--- src/rtl/bus_rr_arbiter.sv ---
// Round-robin arbiter for three requesters sharing one datapath.
// Grants are held for a burst and handed off with no idle cycle in between.
module bus_rr_arbiter #(
   parameter  int MAX_BEATS = 16,
   localparam int CW        = $clog2(MAX_BEATS)
) (
   input  logic          clk,
   input  logic          rst,
   input  logic [2:0]    req_i,
   input  logic [2:0]    last_i,
   input  logic          xfer_i,
   output logic [2:0]    gnt_o,
   output logic [1:0]    sel_o,
   output logic          busy_o,
   output logic [CW-1:0] beat_cnt_o
);

   typedef enum logic {
      S_IDLE = 1'b0,
      S_OWN  = 1'b1
   } state_t;

   localparam logic [CW-1:0] CNT_CAP = CW'(MAX_BEATS - 1);

   state_t        state_q;
   logic [1:0]    ptr_q;
   logic [1:0]    sel_q;
   logic [2:0]    gnt_q;
   logic [CW-1:0] cnt_q;

   function automatic logic [2:0] idx_to_onehot(input logic [1:0] idx);
      logic [2:0] oh;
      case (idx)
         2'd0:    oh = 3'b001;
         2'd1:    oh = 3'b010;
         default: oh = 3'b100;
      endcase
      return oh;
   endfunction

   function automatic logic [1:0] next_idx(input logic [1:0] idx);
      return (idx == 2'd2) ? 2'd0 : idx + 2'd1;
   endfunction

   // Returns {found, index}; scans p+1, p+2, p+3 modulo 3.
   function automatic logic [2:0] rr_pick(input logic [2:0] r, input logic [1:0] p);
      logic [1:0] c0;
      logic [1:0] c1;
      logic [1:0] c2;
      logic [2:0] res;
      c0  = next_idx(p);
      c1  = next_idx(c0);
      c2  = next_idx(c1);
      res = {1'b0, 2'd0};
      if ((r & idx_to_onehot(c0)) != 3'b000) begin
         res = {1'b1, c0};
      end else if ((r & idx_to_onehot(c1)) != 3'b000) begin
         res = {1'b1, c1};
      end else if ((r & idx_to_onehot(c2)) != 3'b000) begin
         res = {1'b1, c2};
      end
      return res;
   endfunction

   logic [2:0] own_mask;
   logic       own_req;
   logic       own_last;
   logic       cap_hit;
   logic       release_now;
   logic [2:0] masked_req;
   logic [2:0] idle_pick;
   logic [2:0] rel_pick;

   always_comb begin
      own_mask    = idx_to_onehot(sel_q);
      own_req     = |(req_i & own_mask);
      own_last    = |(last_i & own_mask);
      cap_hit     = (cnt_q == CNT_CAP);
      release_now = (xfer_i && own_last) || (xfer_i && cap_hit) || !own_req;
      // The owner is excluded from the handoff pick; on abandon its bit is already low.
      masked_req  = req_i & ~own_mask;
      idle_pick   = rr_pick(req_i, ptr_q);
      rel_pick    = rr_pick(masked_req, sel_q);
   end

   always_ff @(posedge clk) begin
      if (rst) begin
         state_q <= S_IDLE;
         ptr_q   <= 2'd2;
         sel_q   <= 2'd0;
         gnt_q   <= 3'b000;
         cnt_q   <= '0;
      end else begin
         case (state_q)
            S_IDLE: begin
               if (idle_pick[2]) begin
                  state_q <= S_OWN;
                  ptr_q   <= idle_pick[1:0];
                  sel_q   <= idle_pick[1:0];
                  gnt_q   <= idx_to_onehot(idle_pick[1:0]);
                  cnt_q   <= '0;
               end
            end
            S_OWN: begin
               if (release_now) begin
                  cnt_q <= '0;
                  if (rel_pick[2]) begin
                     ptr_q <= rel_pick[1:0];
                     sel_q <= rel_pick[1:0];
                     gnt_q <= idx_to_onehot(rel_pick[1:0]);
                  end else begin
                     state_q <= S_IDLE;
                     gnt_q   <= 3'b000;
                  end
               end else if (xfer_i) begin
                  cnt_q <= cnt_q + 1'b1;
               end
            end
            default: begin
               state_q <= S_IDLE;
               gnt_q   <= 3'b000;
               cnt_q   <= '0;
            end
         endcase
      end
   end

   assign gnt_o      = gnt_q;
   assign sel_o      = sel_q;
   assign busy_o     = |gnt_q;
   assign beat_cnt_o = cnt_q;

endmodule
--- config.mk ---
export PLATFORM = sky130hd
export DESIGN_NAME = bus_rr_arbiter
export DESIGN_NICKNAME = d
export VERILOG_FILES = /design/src/rtl/bus_rr_arbiter.sv
export SDC_FILE = /design/constraint.sdc
export NUM_CORES = 1
export LEC_CHECK = 0
export ABC_AREA = 0
export BUFFER_PORTS_ARGS = -buffer_cell sky130_fd_sc_hd__buf_4
export CORE_AREA = 8 8 45 47
export CTS_CLUSTER_SIZE = 40
export DETAILED_ROUTE_END_ITERATION = 6
export DIE_AREA = 0 0 53 55
export PLACE_DENSITY = 0.8
export SYNTH_ARGS = -nofsm -noshare
export SYNTH_HDL_FRONTEND = slang
export SYNTH_SLANG_ARGS = --single-unit
--- constraint.sdc ---
create_clock -name clk -period 2.76 [get_ports clk]
set_input_delay 0.276 -clock clk [delete_from_list [all_inputs] [get_ports clk]]
set_output_delay 0.276 -clock clk [all_outputs]
set_load 0.05 [all_outputs]
* Yosys cells after proc, flatten, opt, wreduce, memory -nomap -nowiden
Cells that the tools add are included.
** Storage, ports and cells
- Output and inout bits :: 10
- Input bits :: 9
- Flip-flop bits (word level) :: 12
** Cells by class
- Equality and inequality tests :: 20
- Reductions and logical operators :: 26
- Mux-type cells :: 43
- Bitwise logic cells :: 11
- Add/subtract/negate cells :: 7
** Operators by type and width (count)
- $pmux W3 S2 :: 10
- $mux W3 :: 15
- $and A3 B3 Y3 :: 9
- $eq A2 B1 Y1 const B :: 9
- $logic_not A2 Y1 :: 9
- $mux W2 :: 9
- $reduce_bool A3 Y1 :: 6
- $add A2 B1 Y2 const B :: 6
- $eq A2 B2 Y1 const B :: 6
- $mux W4 :: 3
- $reduce_or A3 Y1 :: 3
- $pmux W4 S2 :: 1
- $add A4 B1 Y4 const B :: 1
- $eq A4 B4 Y1 const B :: 1
- $ne A2 B1 Y1 const B :: 2
- $pmux W2 S2 :: 1
- $reduce_and A2 Y1 :: 2
- $mux W1 :: 3
- $ne A3 B2 Y1 const B :: 1
- $not A3 Y3 :: 1
- $reduce_and A3 Y1 :: 1
- $logic_and A1 B1 Y1 :: 2
- $logic_or A1 B1 Y1 :: 2
- $ne A2 B2 Y1 const B :: 1
- 3 further kinds :: 3

* Logic depth before layout (Yosys ltp)
- Depth after elaboration :: 21
- Gate-level depth with buffers :: 6
- Mapped depth without buffers :: 6

* Worst setup path before layout
Ideal clock, no wire load.
- Path type :: register to register
- Start point :: register cnt_q[1] (netlist: beat_cnt_o[1])
- End point :: register gnt_q[0] (netlist: gnt_o[0])
- Period minus slack after synthesis :: 1.742 ns
- Path buffers :: 0
- Path slack :: 1.018 ns
- Cell stages (with the launch flop) :: 7
- Arrival time :: 1.654 ns
- Required time :: 2.672 ns
- Library setup time :: 0.088 ns
- Cell sequence :: dfxtp_1 -> ha_1 -> a32oi_1 -> o21ai_1 -> a21o_4 -> a21oi_2 -> a311oi_2
** Between the ends
- Word-level cells in the longest chain between the ends :: 6
** RTL lines
- start: declaration :: line 29 : logic [CW-1:0] cnt_q;
- start signal: assignment :: line 116 : cnt_q <= cnt_q + 1'b1;
- $eq A4 B4 Y1 :: line 78 : cap_hit = (cnt_q == CNT_CAP);
- $logic_and A1 B1 Y1 :: line 79 : release_now = (xfer_i && own_last) || (xfer_i && cap_hit) || !own_req;
- $logic_or A1 B1 Y1 (2 in series) :: line 79
- $ne A2 B1 Y1 (no source line)
- $reduce_and A2 Y1 (no source line)
- end signal: assignment :: line 100 : gnt_q <= idx_to_onehot(idle_pick[1:0]);
- end signal: assignment :: line 110 : gnt_q <= idx_to_onehot(rel_pick[1:0]);
- end: declaration :: line 28 : logic [2:0] gnt_q;
No other way between the ends.
A chain may end at the register's enable or synchronous reset.

* Worst setup path after layout
- Start point :: register ptr_q[0]
- End point :: register gnt_q[0] (netlist: gnt_o[0])
** Between the ends
- Word-level cells in the longest chain between the ends :: 19
** RTL lines
- start: declaration :: line 26 : logic [1:0] ptr_q;
- start signal: assignment :: line 98 : ptr_q <= idle_pick[1:0];
- start signal: assignment :: line 108 : ptr_q <= rel_pick[1:0];
- $add A2 B1 Y2 / $eq A2 B2 Y1 (equally long branches) :: line 42 : return (idx == 2'd2) ? 2'd0 : idx + 2'd1;
- $mux W2 (*) :: line 42
- $add A2 B1 Y2 / $eq A2 B2 Y1 (equally long branches) :: line 42
- $mux W2 :: line 42
- $add A2 B1 Y2 / $eq A2 B2 Y1 (equally long branches) :: line 42
- $mux W2 :: line 42
- $eq A2 B1 Y1 / $logic_not A2 Y1 (equally long branches) :: line 33 : case (idx)
- $pmux W3 S2 :: line 33
- (+3 left out)
- $reduce_bool A3 Y1 :: line 59 : end else if ((r & idx_to_onehot(c2)) != 3'b000) begin
- $mux W3 :: line 59
- $mux W3 :: line 57 : end else if ((r & idx_to_onehot(c1)) != 3'b000) begin
- $mux W3 (*) :: line 55 : if ((r & idx_to_onehot(c0)) != 3'b000) begin
- $eq A2 B1 Y1 / $logic_not A2 Y1 (equally long branches) :: line 33
- $pmux W3 S2 :: line 33
- $mux W3 :: line 96 : if (idle_pick[2]) begin
- $pmux W3 S2 :: line 94 : case (state_q)
Every way passes the cells marked *; elsewhere a longest branch is shown, timed or not. The select of a mux whose other input is x is not followed.

==> out/qor.txt <==
status - finished clean
adder and majority gate portion of the synthesized area - 1.83%
syn avg cell area - 9.49 µm²
pre-CTS WS - 1.12 ns
PnR worst setup slack - 1.11 ns
GR peak layer - met2
Synth cell types - 38
Fill cells - 134
syn nets - 82
vias in the first global route - 639
Setup Crit Path Kind - reg -> reg
# clock sinks - 11
cell area after synthesis - 683 µm²
Fin. Hold Viols - 0
Main synth FF type - dfxtp_1
setup_tns - 0 ns
initial cell density of the core - 49.4%
diodes inserted - 0
DRT Pass-1 Iters - 4
Seq pwr share - 42.5%
Clk pwr share - 25.2%
peak supply drop - 0.000393 V
Internal Pwr Total - 277 µW
Placer Congestion - 0.768
Slew Viols, Final - 0
post-CTS setup buffer count - 0
NetSw - 157 µW
met3 usage - 2.14%
register area - 220 µm²
Async SR Flop Fraction - 0%
Worst slew margin - 73.4%
leakage power - 0.000347 µW
crit-path max FO - 8
row count - 14
initial antenna violation count - 0
PortBufs - 18
Multi-input gate area - 425 µm²
crit end category - flop
RR Startpoint - ptr_q[0]
dpl cells - 103
Vias - 620
drt total wl - 1.61 mm
Total Routing Usage GR - 12.4%
Fmax - 604 MHz
grt ovf - 0
Post-synth EDFFs - 0
die area - 2920 µm²
Post-Synth Simple-Gate Area - 20.9%
Synth Area in Compound Gates - 30.2%
reg-to-reg endpoint - gnt_o[0]
Reg2Reg Depth - 5
minimum clock period - 1.65 ns
RSZ-0062 raised after global routing - no
pwr dens - 519 nW/µm²
clk_lat worst skew - 0.27 ns
Clock Pin Slew Worst Setup and Hold Paths - 0.07 ns
CP required - 2.90 ns
clk_skew - 0.00407 ns
TritonCTS clock tree - done
Die X - 53 µm
sequential share of the synthesized area - 32.2%
CP startpoint - ptr_q[0]
Core Area - 1380 µm²
Routed Antenna Nets - 0
met2 usage - 19.9%
share of layout cells above drive strength 1 - 37.4%
Startpoint Class - flop
Synth Warn # - 0
post-synthesis xor/xnor area fraction - 2.56%
IO Pins - 19
Syn Inst Count - 72
Fin Hold WS - 0.241 ns
Max Buffers Root-to-Sink - 2
Logic pwr share - 32.2%
vias per inst - 5.79
HPWL Detailed - 1.28 mm
Non-Filler Instances - 107
Worst-Margin Slew - 0.398 ns
worst setup path end - gnt_o[0]
mux cell area share after synthesis - 6.78%
initial DRC count - 7
CTS H-tree depth - 1
post-CTS resize count - 0
TritonCTS Buffers - 3
hold bufs inserted after CTS - 0
Die Y - 55 µm
Seq cells post-synth - 11
max_cap viols - 0
final core utilization - 60.4%
worst hold path class - in -> reg
met1 usage - 14.7%
DRC violations left - 0
Tcrit/Tclk final - 60.0%
CTS root buf - clkbuf_4
first-pass GRT wire length - 2.75 mm
Layout area overhead - 22.3%
drt wl/cell - 15.0 µm
Final nets - 102
largest family of logic cells by synthesized area - compound AO/OA/AOI/OAI gates
flop2flop setup slack - 1.11 ns
switch share - 36.2%
Setup-failing EPs final - 0
largest net degree at the start of global routing - 10
WP data arrival - 1.79 ns
==> how the worst min path moves through the flow <==
stage | slack (ns) | start | to | cells after the start
after floorplan | 0.44 | req_i[2] | sel_o[1] | 2
after global placement | 0.46 | gnt_o[1] | gnt_o[1] | 1
after detailed placement | 0.48 | gnt_o[1] | gnt_o[1] | 1
after CTS | 0.23 | rst | gnt_o[0] | 2
after global routing | 0.23 | rst | gnt_o[0] | 2
final | 0.24 | rst | gnt_o[0] | 2
==> layout by cell type, fill, tap and decap left out, drive strengths merged, types with 2 or more instances in the layout <==
cell,instances
mux2,2
o2bb2ai,2
nor2b,2
nand3,4
xor2,2
clkbuf,3
a21oi,8
buf,18
dfxtp,11
mux2i,2
a21o,2
or3,2
o21ai,6
nand4,2
nor2,3
nor3,4
inv,2
==> worst max-delay path: stages (launching register included) <==
cell and delay [ns]:
dfxtp_1 0.51, mux2_4 0.35, o211ai_4 0.22, a21oi_2 0.09
a21oi_2 0.23, a311oi_2 0.13
==> final cells by class <==
| type | instances | share of cell area, % |
|---|---|---|
| clock inverter | 1 | 0.599 |
| clock buffer | 3 | 2.69 |
| sequential | 11 | 26.3 |
| inverter | 2 | 0.898 |
| timing repair buffer | 18 | 16.2 |
| multi-input combinational | 56 | 50.9 |
| tap | 16 | 2.40 |
==> logic make-up after synthesis <==
kind of cell,Yosys count
adders and majority gates,1
xor gates and xnor gates,2
buffers and inverters,5
AOI/OAI and AO/OA,26
DFF,11
and+or+nand+nor,23
muxes,4
==> layer usage <==
metal,share of wire (%),vias to the layer above
li1,-,308
met1,44,290
met2,49,18
met3,5.5,4
met4,1.8,0
met5,0,-
==> Yosys cell counts (2+ instances only) <==
cell | instances | area (µm²)
nor3_1 | 3 | 15.0
a21oi_2 | 3 | 26.3
or3_1 | 2 | 12.5
dfxtp_1 | 11 | 220
a21oi_1 | 5 | 25.0
nand3_1 | 4 | 20.0
nor2_1 | 3 | 11.3
buf_6 | 2 | 22.5
o21ai_0 | 4 | 20.0
o2bb2ai_1 | 2 | 17.5
o21ai_1 | 2 | 10.0
xor2_1 | 2 | 17.5
nor2b_1 | 2 | 12.5
mux2i_1 | 2 | 20.0
inv_1 | 2 | 7.51
==> through the flow <==
stage / instance area, µm² / power, µW
3_3_place_gp: 808 / 326
2_1_floorplan: 683 / 292
5_1_grt: 836 / 456
6_report: 836 / 434
4_1_cts: 836 / 439
3_5_place_dp: 808 / 328
==> sequential cells by signal (all words and copies together), names as in the netlist <==
name,cells
beat_cnt_o,4
gnt_o,3
ptr_q,2
sel_o,1
state_q,1
==> power groups by stage <==
stage                     logic, µW  clock network, µW  registers (µW)
after floorplan                88.1                  0             203
after global placement          139                  0             187
after detailed placement        140                  0             188
after CTS                       140                114             184
after global routing            150                120             186
final                           140                109             185
Note: power is estimated with default switching activity, not from simulation.
